--- config.mk ---
export PLATFORM = sky130hd
export DESIGN_NAME = note_judge
export DESIGN_NICKNAME = d
export VERILOG_FILES = /design/src/rtl/note_judge.sv
export SDC_FILE = /design/constraint.sdc
export NUM_CORES = 1
export LEC_CHECK = 0
export ABC_AREA = 0
export BUFFER_PORTS_ARGS = -buffer_cell sky130_fd_sc_hd__buf_2
export CORE_AREA = 10 10 101 103
export CTS_CLUSTER_SIZE = 28
export DETAILED_ROUTE_END_ITERATION = 8
export DIE_AREA = 0 0 111 113
export PLACE_DENSITY_LB_ADDON = 0.15
export SYNTH_ARGS = -nofsm -noshare
export SYNTH_HDL_FRONTEND = slang
export SYNTH_SLANG_ARGS = --single-unit
--- constraint.sdc ---
create_clock -name clk -period 7.04 [get_ports clk]
set_input_delay 1.408 -clock clk [delete_from_list [all_inputs] [get_ports clk]]
set_output_delay 1.408 -clock clk [all_outputs]
set_load 0.01 [all_outputs]
--- src/rtl/note_judge.sv ---
// Per-lane hit/miss grading against note arrivals, with running score and combo.
// Each lane keeps its own timing window; the grades feed a shared score/combo accumulator.
module note_judge #(
  parameter int LANES       = 4,
  parameter int WINDOW      = 15,
  parameter int SCORE_W     = 16,
  parameter int COMBO_BONUS = 10
) (
  input  logic               clk,
  input  logic               rst,
  input  logic [2:0]         mode,
  input  logic               game_start,
  input  logic [LANES-1:0]   press,
  input  logic [LANES-1:0]   note_arrive,
  output logic [LANES-1:0]   hit,
  output logic [LANES-1:0]   miss,
  output logic [SCORE_W-1:0] score,
  output logic [7:0]         combo
);

  typedef enum logic {
    ST_IDLE   = 1'b0,
    ST_WINDOW = 1'b1
  } lane_state_t;

  localparam int SUM_W = SCORE_W + 9;
  // cnt is 0 on the first cycle after arrival, so the last accepted cycle sees WINDOW-2.
  localparam logic [7:0] LAST_CNT = (WINDOW >= 2) ? 8'(WINDOW - 2) : 8'd0;
  localparam logic [7:0] BONUS_AT = 8'(COMBO_BONUS);

  lane_state_t      state_q [LANES];
  lane_state_t      state_d [LANES];
  logic [7:0]       cnt_q   [LANES];
  logic [7:0]       cnt_d   [LANES];
  logic [LANES-1:0] hit_p0;
  logic [LANES-1:0] miss_p0;
  logic [LANES-1:0] hit_p1;
  logic [LANES-1:0] miss_p1;
  logic [SCORE_W-1:0] score_p1;
  logic [SCORE_W-1:0] score_d;
  logic [7:0]       combo_p1;
  logic [7:0]       combo_d;
  logic [7:0]       nh;
  logic             active;

  function automatic logic [7:0] count_hits(input logic [LANES-1:0] v);
    logic [7:0] n;
    n = '0;
    for (int i = 0; i < LANES; i++) begin
      n = n + 8'(v[i]);
    end
    return n;
  endfunction

  function automatic logic [SCORE_W-1:0] sat_score(input logic [SCORE_W-1:0] s,
                                                   input logic [7:0] n,
                                                   input logic dbl);
    logic [SUM_W-1:0] incr;
    logic [SUM_W-1:0] sum;
    logic [SUM_W-1:0] top;
    incr = dbl ? (SUM_W'(n) << 1) : SUM_W'(n);
    sum  = SUM_W'(s) + incr;
    top  = SUM_W'({SCORE_W{1'b1}});
    if (sum > top) begin
      return {SCORE_W{1'b1}};
    end
    return sum[SCORE_W-1:0];
  endfunction

  function automatic logic [7:0] sat_combo(input logic [7:0] c,
                                           input logic [7:0] n,
                                           input logic any_miss);
    logic [8:0] sum;
    sum = {1'b0, c} + {1'b0, n};
    if (any_miss) begin
      return 8'd0;
    end
    if (sum > 9'd255) begin
      return 8'd255;
    end
    return sum[7:0];
  endfunction

  assign active = (mode == 3'd4);

  // Stage p0: per-lane window FSM and grade decision.
  always_comb begin
    for (int i = 0; i < LANES; i++) begin
      state_d[i] = state_q[i];
      cnt_d[i]   = cnt_q[i];
      hit_p0[i]  = 1'b0;
      miss_p0[i] = 1'b0;
      if (!active) begin
        state_d[i] = ST_IDLE;
        cnt_d[i]   = 8'd0;
      end else begin
        case (state_q[i])
          ST_IDLE: begin
            if (note_arrive[i] && press[i]) begin
              hit_p0[i] = 1'b1;
            end else if (note_arrive[i]) begin
              if (WINDOW == 1) begin
                miss_p0[i] = 1'b1;
              end else begin
                state_d[i] = ST_WINDOW;
                cnt_d[i]   = 8'd0;
              end
            end else if (press[i]) begin
              miss_p0[i] = 1'b1;
            end
          end
          ST_WINDOW: begin
            if (press[i]) begin
              hit_p0[i]  = 1'b1;
              state_d[i] = ST_IDLE;
              cnt_d[i]   = 8'd0;
            end else if (note_arrive[i]) begin
              miss_p0[i] = 1'b1;
              cnt_d[i]   = 8'd0;
            end else if (cnt_q[i] == LAST_CNT) begin
              miss_p0[i] = 1'b1;
              state_d[i] = ST_IDLE;
              cnt_d[i]   = 8'd0;
            end else begin
              cnt_d[i] = cnt_q[i] + 8'd1;
            end
          end
          default: begin
            state_d[i] = ST_IDLE;
            cnt_d[i]   = 8'd0;
          end
        endcase
      end
    end
  end

  // Score/combo use the pre-update combo to pick the multiplier.
  always_comb begin
    nh      = count_hits(hit_p0);
    score_d = sat_score(score_p1, nh, combo_p1 >= BONUS_AT);
    combo_d = sat_combo(combo_p1, nh, |miss_p0);
  end

  // Stage p1: registered grades, lane state and totals.
  always_ff @(posedge clk) begin
    if (rst || game_start) begin
      for (int i = 0; i < LANES; i++) begin
        state_q[i] <= ST_IDLE;
        cnt_q[i]   <= 8'd0;
      end
      hit_p1   <= '0;
      miss_p1  <= '0;
      score_p1 <= '0;
      combo_p1 <= '0;
    end else begin
      for (int i = 0; i < LANES; i++) begin
        state_q[i] <= state_d[i];
        cnt_q[i]   <= cnt_d[i];
      end
      hit_p1   <= hit_p0;
      miss_p1  <= miss_p0;
      score_p1 <= score_d;
      combo_p1 <= combo_d;
    end
  end

  assign hit   = hit_p1;
  assign miss  = miss_p1;
  assign score = score_p1;
  assign combo = combo_p1;

endmodule

# [Word level (Yosys, flattened, before mapping)]
# Memories as Yosys holds them, arrays and structs flattened.
# Index checks and enable logic that the tools add are counted.
[op_classes] add_sub_neg=9 eq_ne=5 mux=122 n_lt_le_gt_ge=3 bitwise=12 reduce_logical=6
[ops] operator="8-bit two-way mux" n=32
[ops] operator="1-bit two-way mux" n=71
[ops] operator="8-bit case mux with 2 select lines" n=4
[ops] operator="8-bit by 1-bit adder with 8-bit output, second input constant" n=4
[ops] operator="8-bit by 4-bit equality test with 1-bit output, second input constant" n=4
[ops] operator="16-bit two-way mux" n=2
[ops] operator="1-bit case mux with 2 select lines" n=12
[ops] operator="16-bit by 5-bit adder with 17-bit output" n=1
[ops] operator="17-bit by 16-bit > comparator with 1-bit output, second input constant" n=1
[ops] operator="8-bit by 4-bit adder with 9-bit output" n=1
[ops] operator="9-bit by 8-bit > comparator with 1-bit output, second input constant" n=1
[ops] operator="8-bit by 4-bit >= comparator with 1-bit output, second input constant" n=1
[ops] operator="1-bit bitwise OR" n=8
[ops] operator="5-bit two-way mux" n=1
[ops] operator="3-bit by 1-bit adder with 4-bit output" n=1
[ops] operator="1-bit logical AND" n=4
[ops] operator="1-bit NOT" n=4
[ops] operator="4-bit OR reduction" n=1
[ops] operator="2-bit by 1-bit adder with 3-bit output" n=1
[ops] operator="3-bit equality test, second input constant" n=1
[ops] operator="1-bit by 1-bit adder with 2-bit output" n=1
[ops] operator="1-bit logical OR" n=1
[word_totals] mem_count=2 ramBits=36 out_inout_bits=32 register_bits=32 input_bits=14
[mem_list] memory="cnt_q" words=4 word_bits=8 read_ports=4 rd_clocked_by_memory_dff=0 wr=4 line="33" rtl="logic [7:0] cnt_q [LANES];"
[mem_list] memory="state_q" words=4 word_bits=1 read_ports=4 rd_clocked_by_memory_dff=0 wr=4 line="31" rtl="lane_state_t state_q [LANES];"

# [Depth between registers and ports, before layout]
[depth] depth_word=13 mapped_depth=17 mapped_depth_nobuf=17

# [Least setup slack after synthesis]
# No wires, ideal clock.
[synth_timing] kind="input to register" startpoint="input mode[1]" endpoint="register score_p1[7], in the netlist score[7]" arrival_time_ns=4.515 path_stages=16 slack_ns=2.392 required_time_ns=6.908 n_path_buf=0 setup_ns=0.132 cell_sequence="nor2_1 -> nand2_1 -> or3_1 -> fa_1 -> inv_1 -> ha_1 -> ha_1 -> inv_1 -> nor2_1 -> a21o_1 -> ha_1 -> a211o_1 -> a21oi_1 -> or2b_1 -> xor2_1 -> a21oi_1"
[synth_between] elab_chain_len=10 word_cells_on_any_way=13 classes_between="4 x add/sub; 1 x order compare; 1 x eq/ne; 7 x mux"
[synth_lines] item="start, declared" line="11" rtl="input logic [2:0] mode,"
[synth_lines] item="3-bit equality test *" line="84" rtl="assign active = (mode == 3'd4);"
[synth_lines] item="1-bit two-way mux" line="93" rtl="if (!active) begin"
[synth_lines] item="1-bit by 1-bit adder with 2-bit output" line="50" rtl="n = n + 8'(v[i]);"
[synth_lines] item="2-bit by 1-bit adder with 3-bit output" line="50"
[synth_lines] item="3-bit by 1-bit adder with 4-bit output *" line="50"
[synth_lines] item="5-bit two-way mux *" line="61" rtl="incr = dbl ? (SUM_W'(n) << 1) : SUM_W'(n);"
[synth_lines] item="16-bit by 5-bit adder with 17-bit output *" line="62" rtl="sum = SUM_W'(s) + incr;"
[synth_lines] item="17-bit by 16-bit > comparator with 1-bit output" line="64" rtl="if (sum > top) begin"
[synth_lines] item="1-bit two-way mux" line="64"
[synth_lines] item="16-bit two-way mux *" line="67" rtl="return sum[SCORE_W-1:0];"
[synth_lines] item="end signal, assigned" line="162" rtl="score_p1 <= score_d;"
[synth_lines] item="end, declared" line="39" rtl="logic [SCORE_W-1:0] score_p1;"
# Mark *: on every way between the ends. The rest lies on a longest branch, timed or not.
# A chain may end at the register's enable or synchronous reset.

# [Final worst setup path]
# Same ends and word-level chain as after synthesis.

==> flow_summary.yaml <==
logic_synthesis:
  synth_cell_types: 62
  netlist_instances: 406
  synth_edf_count: 0
  synth_fp_nets: 440
  ys_ff_latch: 68
  synth.yosys.warnings: 0
  synthArstFlopShare: 0
  syn_area_per_cell_sq_um: 8.79
  synth_flop_cell: "dfxtp_1"
  yosysSeqAreaShare: 0.381
  syn-cell-area_sq_mm: 0.00357
cts:
  cts.sinks: 68
  cts.path.max_buffers: 2
  clk_pin_slew_ns: 0.08
  cts_hold_buf: 0
  cts-buffers-inserted: 9
  clkLatencyLatePin_ns: 0.34
  h-tree-depth: 3
  cts_tree: "done"
  cts_root_buf: "clkbuf_8"
  cts_setup_buffers: 0
  post_cts_resized: 0
power_and_ir_drop:
  p_leak_nw: 1.59
  power_density_mw_per_mm2: 188
  power_uw: 774
  vdd_drop_max_uv: 109
critical_path:
  r2r_setup_slack_ns: 3.26
  path_common_cell: "ha_1"
  crit_path_end_kind: "flip-flop"
  crit_arrival_ns: 5.02
  crit_required_ns: 7.26
  critPathMaxFanout: 5
  r2r_start: "state_q[0]"
  crit_type: "primary input to flip-flop"
  rr_endpoint: "score[7]"
  critPathMaxStageDelay_ns: 0.50
  startpoint_type: "primary input"
  ff2ff_path_depth: 15
  critPathSlowestCell: "fa_1"
  crit_path_cell_trace: "buf_2 > nor2_1 > nand2_1 > or3_1 > fa_1 > inv_1 > ha_1 > ha_1 > inv_1 > nor2_1 > a21o_1 > ha_1 > a211o_1 > a21oi_1 > or2b_1 > xor2_1 > a21oi_1"
  startpoint: "mode[1]"
hold_path:
  min_to: "cnt_q[3][3]"
  holdPathStages: 2
  worstHoldPathType: "flip-flop to flip-flop"
  hold_start: "cnt_q[3][3]"
floorplan:
  dieArea_sq_mm: 0.0125
  die_w_microns: 111
  start_util: 0.439
  core_area_sq_mm: 0.00813
  rows: 33
  die_y_microns: 113
  io_pins: 46
finish:
  final_common_cell: "dfxtp_1"
  final_util: 0.505
  drive_above_1_share: 0.181
  antenna_cells: 0
  synthToLayoutAreaGrowth_pct: 15.1
  regArea_sq_mm: 0.00136
  instances_no_fill: 564
  multiInputGateArea_sq_mm: 0.00210
  nNetsFinal: 488
  fillers: 800
  stdcell_area_sq_mm: 0.00411
  final_cell_mix: "68 x dfxtp_1, 58 x nor2_1, 45 x buf_2"
timing:
  fin_ws_ns: 2.24
  worst_pin_slew_ns: 0.674
  rsz0062_at_grt: "false"
  finalMaxSlewViolations: 0
  finalHoldViolCount: 0
  maxSlewHeadroom: 0.551
  period_share: 0.681
  max_freq_ghz: 0.208
  hold_slack_ns: 0.513
  fin_tns_setup_ns: 0
  setup_viol: 0
  min_period_ns: 4.80
  skew_ns: 0.0126
run:
  maxCapViolCount: 0
detailed_routing:
  firstDrtPassIters: 4
  drt-initial-drc-count: 109
  drcViolationCount: 0
  routedWlPerCell_microns: 13.7
  ant_nets: 0
  vias: 2916
  wl_microns: 7710
  vias_per_cell: 5.17
global_routing:
  grt-ovfl-total: 0
  grt_usage: 0.126
  grt_max_degree: 18
  grt_pass1_vias: 2880
  antenna_found_initial: 0
  grt_pass1_wl_microns: 13500
run_status:
  status: "completed"
placed_design:
  dp_worst_setup_slack_ns: 1.92
  postPlaceCellArea_sq_mm: 0.00389
  dp.cells: 548
  gp_routability_congestion: 0.879
  hpwlAfterDp_microns: 5830
  port_buffers: 45
[cell usage after synthesis (all sizes together) (4+ instances only)]
cell,n,area [sq um]
a211oi,8,60.1
a21oi,26,130
a31oi,9,77.6
and2,7,43.8
and3,8,55.1
clkbuf,5,18.8
dfxtp,68,1360
ha,17,213
inv,19,71.3
nand2,28,108
nand2b,4,25.0
nand3,23,115
nand4,4,40.0
nor2,59,224
nor2b,9,58.8
nor3,16,96.4
nor3b,5,42.5
nor4,6,56.3
o2111ai,4,35.0
o21ai,9,60.1
or2,4,25.0
xnor2,11,96.3
xor2,23,201
[worst max path at each step]
| stage | end | slack, ns | depth (start not counted) |
|---|---|---|---|
| floorplan | score[7] | 2.39 | 16 |
| global placement | score[7] | 2.00 | 17 |
| detailed placement | score[7] | 1.92 | 17 |
| CTS | score[7] | 2.28 | 17 |
| global route | score[14] | 2.05 | 18 |
| finish | score[7] | 2.24 | 17 |
[registers in the layout (all words and copies together), names as in the netlist]
register and flops:
score 16, state_q 4, combo 8, hit 4, miss 4, cnt_q 32
[cell type report]
class,count,area share
clock inverters,4,0.0177
clock buffers,12,0.0353
multi-input cells,311,0.512
repair buffers,45,0.0548
well taps,105,0.0320
flip-flops and latches,68,0.331
inverters,19,0.0174
[report_power, final]
| part | total (mW) | switching [mW] | internal [mW] |
|---|---|---|---|
| clock network | 0.355 | 0.146 | 0.209 |
| registers | 0.386 | 0.000805 | 0.385 |
| logic | 0.0327 | 0.0208 | 0.0118 |
| total | 0.774 | 0.168 | 0.606 |
[per-layer routing]
metal	vias to the layer above	track usage	share of wire
met5	-	0	0
met4	0	0.0399	0.016
met3	10	0.0475	0.054
met2	58	0.202	0.46
met1	1332	0.152	0.47
li1	1516	-	-
[critical path: cells and delay by family]
family / cells / cell delay, ns
fa+ha+maj: 4 / 1.30
simple gates: 5 / 0.95
xor+xnor: 1 / 0.15
compound gates: 4 / 0.96
buf+inv: 3 / 0.25
[kinds of logic (layout without fill, tap and decap cells)]
family / count (synthesis) / count (layout) / synth area share
buf+inv: 27 / 80 / 0.0298
xor+xnor: 34 / 34 / 0.0834
mux: 5 / 5 / 0.0147
fa+ha+maj: 20 / 20 / 0.0764
flops: 68 / 68 / 0.381
simple gates: 181 / 181 / 0.266
compound gates: 71 / 71 / 0.148
Power figures use the tool's default switching activity.
